$ cat src/rtl/pie_modu_if.sv
// Bit-stream handshake between the reader command builder and the PIE modulator.
// One bit per transfer; a transfer happens when valid && ready.
interface pie_modu_if;
  logic valid;
  logic data;
  logic last;
  logic ready;

  modport master (
    output valid,
    output data,
    output last,
    input  ready
  );

  modport slave (
    input  valid,
    input  data,
    input  last,
    output ready
  );
endinterface

$ cat src/rtl/pie_modu.sv
// PIE modulator: emits delimiter, data-0, RTcal, optional TRcal and PIE-coded data bits
// on an idle-high line, fed by a one-entry buffered bit handshake.
module pie_modu #(
  parameter int unsigned CntW = 10
) (
  input  logic            clk,
  input  logic            rst_n,
  input  logic            i_start,
  input  logic            i_preamble,
  input  logic [CntW-1:0] i_delim,
  input  logic [CntW-1:0] i_tari,
  input  logic [CntW-1:0] i_rtcal,
  input  logic [CntW-1:0] i_trcal,
  input  logic [CntW-1:0] i_pw,
  pie_modu_if.slave       bus,
  output logic            o_pie,
  output logic            o_busy,
  output logic            o_done,
  output logic            o_underrun,
  output logic            o_cfg_err
);

  typedef enum logic [2:0] {
    StIdle, StDelim, StTari, StRtcal, StTrcal, StData, StDone
  } state_e;

  typedef struct packed {
    logic [CntW-1:0] delim;
    logic [CntW-1:0] tari;
    logic [CntW-1:0] rtcal;
    logic [CntW-1:0] trcal;
    logic [CntW-1:0] pw;
    logic            pre;
  } cfg_t;

  state_e          state_q, state_d;
  logic [CntW-1:0] cnt_q, cnt_d;
  cfg_t            cfg_q, cfg_d;
  logic            full_q, full_d;
  logic            buf_data_q, buf_data_d;
  logic            buf_last_q, buf_last_d;
  logic            sym_bit_q, sym_bit_d;
  logic            sym_last_q, sym_last_d;
  logic            underrun_q, underrun_d;
  logic            cfg_err_q, cfg_err_d;
  logic            pie_q, pie_d;

  logic            cfg_bad;
  logic [CntW-1:0] seg_len;
  logic            seg_end;
  logic            boundary;

  // Ordering guarantees every symbol is longer than its closing low pulse.
  assign cfg_bad = (i_pw == '0) || (i_delim == '0) || (i_pw >= i_tari) ||
                   (i_rtcal <= i_tari) || ((i_rtcal - i_tari) <= i_pw) ||
                   (i_preamble && (i_trcal <= i_rtcal));

  always_comb begin
    seg_len = '0;
    unique case (state_q)
      StDelim: seg_len = cfg_q.delim;
      StTari:  seg_len = cfg_q.tari;
      StRtcal: seg_len = cfg_q.rtcal;
      StTrcal: seg_len = cfg_q.trcal;
      StData:  seg_len = sym_bit_q ? (cfg_q.rtcal - cfg_q.tari) : cfg_q.tari;
      default: seg_len = '0;
    endcase
  end

  assign seg_end = (cnt_q == seg_len);

  always_comb begin
    pie_d = 1'b1;
    unique case (state_q)
      StDelim:                         pie_d = 1'b0;
      StTari, StRtcal, StTrcal, StData: pie_d = (cnt_q <= (seg_len - cfg_q.pw));
      default:                         pie_d = 1'b1;
    endcase
  end

  always_comb begin
    state_d    = state_q;
    cnt_d      = cnt_q + CntW'(1);
    cfg_d      = cfg_q;
    full_d     = full_q;
    buf_data_d = buf_data_q;
    buf_last_d = buf_last_q;
    sym_bit_d  = sym_bit_q;
    sym_last_d = sym_last_q;
    underrun_d = underrun_q;
    cfg_err_d  = 1'b0;
    boundary   = 1'b0;

    if (bus.valid && !full_q) begin
      full_d     = 1'b1;
      buf_data_d = bus.data;
      buf_last_d = bus.last;
    end

    unique case (state_q)
      StIdle: begin
        cnt_d = CntW'(1);
        if (i_start) begin
          if (cfg_bad) begin
            cfg_err_d = 1'b1;
          end else begin
            cfg_d      = '{delim: i_delim, tari: i_tari, rtcal: i_rtcal, trcal: i_trcal,
                           pw: i_pw, pre: i_preamble};
            underrun_d = 1'b0;
            state_d    = StDelim;
          end
        end
      end
      StDelim: if (seg_end) begin
        state_d = StTari;
        cnt_d   = CntW'(1);
      end
      StTari: if (seg_end) begin
        state_d = StRtcal;
        cnt_d   = CntW'(1);
      end
      StRtcal: if (seg_end) begin
        if (cfg_q.pre) begin
          state_d = StTrcal;
          cnt_d   = CntW'(1);
        end else begin
          boundary = 1'b1;
        end
      end
      StTrcal: if (seg_end) boundary = 1'b1;
      StData: if (seg_end) begin
        if (sym_last_q) begin
          state_d = StDone;
          cnt_d   = CntW'(1);
        end else begin
          boundary = 1'b1;
        end
      end
      StDone: begin
        state_d = StIdle;
        cnt_d   = CntW'(1);
      end
      default: begin
        state_d = StIdle;
        cnt_d   = CntW'(1);
      end
    endcase

    // A bit arriving in an empty-buffer boundary cycle is kept for the next frame.
    if (boundary) begin
      cnt_d = CntW'(1);
      if (full_q) begin
        sym_bit_d  = buf_data_q;
        sym_last_d = buf_last_q;
        full_d     = 1'b0;
        state_d    = StData;
      end else begin
        underrun_d = 1'b1;
        state_d    = StDone;
      end
    end
  end

  always_ff @(posedge clk or negedge rst_n) begin
    if (!rst_n) begin
      state_q    <= StIdle;
      cnt_q      <= CntW'(1);
      cfg_q      <= '0;
      full_q     <= 1'b0;
      buf_data_q <= 1'b0;
      buf_last_q <= 1'b0;
      sym_bit_q  <= 1'b0;
      sym_last_q <= 1'b0;
      underrun_q <= 1'b0;
      cfg_err_q  <= 1'b0;
      pie_q      <= 1'b1;
    end else begin
      state_q    <= state_d;
      cnt_q      <= cnt_d;
      cfg_q      <= cfg_d;
      full_q     <= full_d;
      buf_data_q <= buf_data_d;
      buf_last_q <= buf_last_d;
      sym_bit_q  <= sym_bit_d;
      sym_last_q <= sym_last_d;
      underrun_q <= underrun_d;
      cfg_err_q  <= cfg_err_d;
      pie_q      <= pie_d;
    end
  end

  assign bus.ready  = ~full_q;
  assign o_pie      = pie_q;
  assign o_busy     = (state_q != StIdle);
  assign o_done     = (state_q == StDone);
  assign o_underrun = (state_q == StDone) && underrun_q;
  assign o_cfg_err  = cfg_err_q;

endmodule

$ cat src/flat_wrapper.sv
// flat-port wrapper written by rule: the top's interface ports become plain ports
module pie_modu_flat 
#(
  parameter int unsigned CntW = 10
)
  (clk, rst_n, i_start, i_preamble, i_delim, i_tari, i_rtcal, i_trcal, i_pw, o_pie, o_busy, o_done, o_underrun, o_cfg_err, bus_valid, bus_data, bus_last, bus_ready);
  pie_modu_if bus_i ();
  input  logic clk;
  input  logic rst_n;
  input  logic i_start;
  input  logic i_preamble;
  input  logic [CntW-1:0] i_delim;
  input  logic [CntW-1:0] i_tari;
  input  logic [CntW-1:0] i_rtcal;
  input  logic [CntW-1:0] i_trcal;
  input  logic [CntW-1:0] i_pw;
  output logic o_pie;
  output logic o_busy;
  output logic o_done;
  output logic o_underrun;
  output logic o_cfg_err;
  input wire logic [$bits(bus_i.valid)-1:0] bus_valid;
  input wire logic [$bits(bus_i.data)-1:0] bus_data;
  input wire logic [$bits(bus_i.last)-1:0] bus_last;
  output wire logic [$bits(bus_i.ready)-1:0] bus_ready;
  assign bus_i.valid = bus_valid;
  assign bus_i.data = bus_data;
  assign bus_i.last = bus_last;
  assign bus_ready = bus_i.ready;
  pie_modu #(.CntW(CntW)) u_core (.clk(clk), .rst_n(rst_n), .i_start(i_start), .i_preamble(i_preamble), .i_delim(i_delim), .i_tari(i_tari), .i_rtcal(i_rtcal), .i_trcal(i_trcal), .i_pw(i_pw), .bus(bus_i), .o_pie(o_pie), .o_busy(o_busy), .o_done(o_done), .o_underrun(o_underrun), .o_cfg_err(o_cfg_err));
endmodule
$ cat config.mk
export PLATFORM = sky130hd
export DESIGN_NAME = pie_modu_flat
export DESIGN_NICKNAME = d
export VERILOG_FILES = /design/src/rtl/pie_modu_if.sv /design/src/rtl/pie_modu.sv /design/src/flat_wrapper.sv
export SDC_FILE = /design/constraint.sdc
export NUM_CORES = 1
export LEC_CHECK = 0
export CAP_MARGIN = 20
export CELL_PAD_IN_SITES_DETAIL_PLACEMENT = 2
export CELL_PAD_IN_SITES_GLOBAL_PLACEMENT = 2
export CORE_AREA = 2 2 144 146
export CTS_CLUSTER_SIZE = 40
export DETAILED_ROUTE_END_ITERATION = 10
export DIE_AREA = 0 0 146 148
export DONT_BUFFER_PORTS = 1
export PLACE_DENSITY_LB_ADDON = 0.2
export REMOVE_ABC_BUFFERS = 1
export SKIP_CTS_REPAIR_TIMING = 1
export SYNTH_ARGS = -nofsm -noshare
export SYNTH_HDL_FRONTEND = slang
export SYNTH_SLANG_ARGS = --single-unit
$ cat constraint.sdc
create_clock -name clk -period 4.6 [get_ports clk]
set_input_delay 0.92 -clock clk [delete_from_list [all_inputs] [get_ports clk]]
set_output_delay 0.92 -clock clk [all_outputs]
set_load 0.03 [all_outputs]
==> impl_metrics.py <==
metrics = {
    "finish": {
        "nFillCells": 2293,
        "final_net_count": 914,
        "area_growth_pct": 28.2,
        "postLayoutCellArea_um2": 7550,
        "fin_cells": 1061,
        "drive_gt1_share_pct": 25.3,
        "final_common_cell": "buf_4",
        "layout_common_cells": "119 x buf_4, 74 x inv_1, 70 x dfrtp_1",
    },
    "power_and_ir_drop": {
        "power_density_nw_per_um2": 709,
        "p_total_w": 0.00535,
        "p_leak_nw": 3.68,
        "ir_worst_vdd_uv": 245,
    },
    "timing": {
        "slew_violations": 0,
        "slew_headroom_pct": 53.7,
        "setup-violations-final": 1,
        "rsz0062_at_grt": "yes",
        "tightest_slew_ps": 677,
        "setup_slack_ps": -653,
        "clock_skew_ps": 12.7,
        "hold_violations": 0,
        "post-route-period-util_pct": 114,
        "fin_crit_ps": 5250,
        "max_freq_mhz": 190,
    },
    "synthesis": {
        "ys_types": 67,
        "synth_warnings": 0,
        "syn-cell-area_um2": 5890,
        "synth_cells": 674,
        "synth_top_area_share_pct": 29.8,
        "synthTopCellsByArea": "dfrtp_1 30%, ha_1 15%, mux2_2 5.0%",
        "ys_ff_latch": 72,
        "synthArstFlopShare_pct": 100,
        "syn_avg_cell_area_um2": 8.73,
        "synth.yosys.seq_area_share_pct": 30.7,
        "synth_edf_count": 0,
        "synth_ff_type": "dfrtp_1",
        "synth_top_cell_by_area": "dfrtp_1",
    },
    "cts": {
        "clock_latency_ps": 350,
        "cts-buffers-inserted": 9,
        "tritoncts": "done",
        "root_buffer": "clkbuf_16",
        "cts_buffer_depth": 2,
        "cts.sinks": 72,
        "clkSlewWorstSetupHoldPaths_ps": 70,
        "htree_num_levels": 3,
    },
    "setup_path": {
        "critPathMaxStageDelay_ps": 520,
        "cpMostUsedCell": "a21oi_2",
        "cp-end-kind": "flip-flop",
        "worstSetupPathType": "flip-flop to flip-flop",
        "crit_path_top_delay_cell": "fa_1",
        "cp.arrival_ps": 5530,
        "cp_max_fo": 3,
        "required_ps": 4880,
        "startpoint_type": "flip-flop",
    },
    "drt": {
        "routed_wl_um": 24000,
        "viasPerCell": 5.28,
        "detail_route.drc_violations": 0,
        "wl_per_cell_um": 22.6,
        "drt_first_iter_violations": 218,
        "ant_nets": 0,
        "first_pass_iters": 4,
        "vias": 5603,
    },
    "global_route": {
        "grtUsageTotal_pct": 21.4,
        "overflow": 0,
        "grt_pass1_wl_um": 35700,
        "grt_pass1_vias": 6299,
        "grt_max_degree": 73,
        "antenna_found_initial": 1,
    },
    "placement": {
        "dp_hpwl_um": 18800,
        "io_buffers": 0,
        "dp.cells": 1027,
        "globalplace.congestion": 0.901,
        "dp_slack_ps": -845,
        "placed_cell_area_um2": 6950,
    },
    "floorplanning": {
        "die_height_um": 148,
        "std_cell_rows": 52,
        "io_pins": 63,
        "die_x_um": 146,
        "dieArea_um2": 21600,
        "core-area_um2": 20000,
        "start_util_pct": 29.4,
    },
    "run": {
        "cap_violations": 0,
    },
    "outcome": {
        "failed_checks": "negative setup slack",
        "outcome": "complete, but fails checks",
    },
    "worst_hold_path": {
        "min_path_type": "input port to asynchronous set/reset pin",
    },
}
## critical path: cells and delay by family, from the launching register on
kind	cells	cell delay [ps]
AO/OA/AOI/OAI	12	2200
adder cells (fa/ha/maj)	4	1280
AND/OR/NAND/NOR	6	1060
flip-flops	1	350
XOR/XNOR	1	180
buffers and inverters	2	110
## path summary, 6_finish.rpt
path | start | end | slack (ps) | cells past startpoint
setup / recovery | u_core.cfg_q[21]$_DFFE_PN0P_ | u_core.o_pie$_DFF_PN1_ | -650 | 25
hold / removal | rst_n | u_core.cnt_q[8]$_DFF_PN0_ | 250 | 0
setup reg to reg | u_core.cfg_q[21]$_DFFE_PN0P_ | u_core.o_pie$_DFF_PN1_ | -650 | 25
hold reg to reg | u_core.cfg_q[3]$_DFFE_PN0P_ | u_core.cfg_q[3]$_DFFE_PN0P_ | 480 | 2
max in group asynchronous | rst_n | u_core.cnt_q[0]$_DFF_PN1_ | 4160 | 0
min in group clk | u_core.cfg_q[3]$_DFFE_PN0P_ | u_core.cfg_q[3]$_DFFE_PN0P_ | 480 | 2
## stage by stage
step / hold slack (ps) / utilization (%) / setup TNS, ps
detailed placement: 478 / 34.7 / -34180
global placement: 471 / 34.7 / -24180
floorplan: 450 / - / -65800
CTS: 246 / 36.1 / -15000
finish: 255 / 37.7 / -653
global route: 248 / 37.6 / -4280
## cell type report
cell class | instances | area [um^2] | share of cell area (%)
clock buffer | 10 | 229 | 3.03
timing repair buffer | 124 | 1010 | 13.4
multi-input combinational | 503 | 3840 | 50.9
clock inverter | 6 | 42.5 | 0.564
inverter | 75 | 282 | 3.73
sequential | 72 | 1800 | 23.9
tap | 270 | 338 | 4.48
antenna | 1 | 2.50 | 0.0332
## Yosys cell counts, drive strengths merged (3+ instances only)
cell type	number
buf	3
a22oi	4
a2111oi	5
a21oi	39
clkbuf	21
nand2b	13
a211oi	3
or2	3
nand3	17
a21boi	3
a211o	3
nand3b	7
a22o	3
a221o	3
nor4b	4
fa	3
o41ai	4
a21o	11
and3	6
dfrtp	70
nor2b	13
o21ai	57
xnor2	14
ha	69
nand2	54
mux2i	8
xor2	17
nor2	39
a31oi	5
o21a	8
nor3b	4
o2111ai	3
nor3	7
nand4	11
nor4	3
mux2	28
or3	3
inv	75
a222oi	3
## routing by layer
metal | wire length, um | global-route usage [%] | up-vias
met3 | 815 | 3.40 | 37
met2 | 12400 | 39.0 | 96
met4 | 645 | 7.14 | 0
li1 | - | - | 2634
met1 | 10100 | 25.8 | 2836
met5 | 0 | 0 | -
## where the power goes
group	leakage, nW	internal, W	switching (W)
sequential	0.947	0.000846	0.000227
combinational	2.60	0.00171	0.00189
clock	0.129	0.000368	0.000312
total	3.68	0.00293	0.00243
## sequential cells by signal, indices dropped and copies added (netlist names)
signal,flops
u_core.sym_last_q,1
u_core.buf_last_q,1
u_core.state_q,3
u_core.underrun_q,1
u_core.o_pie,1
u_core.full_q,1
u_core.cfg_q,51
u_core.cnt_q,10
u_core.o_cfg_err,1
u_core.buf_data_q,1
u_core.sym_bit_q,1
## cells by family (layout without fill, tap and decap cells)
family,Yosys count,after routing,synth area share [%]
compound gates,173,173,18.9
xor+xnor,31,31,4.61
fa+ha+maj,72,72,15.7
buf+inv,99,215,6.53
flops,72,72,30.7
mux,36,36,6.85
other cells,0,1,0
simple gates,191,191,16.8
No activity file was read; power rests on OpenSTA's default activity.
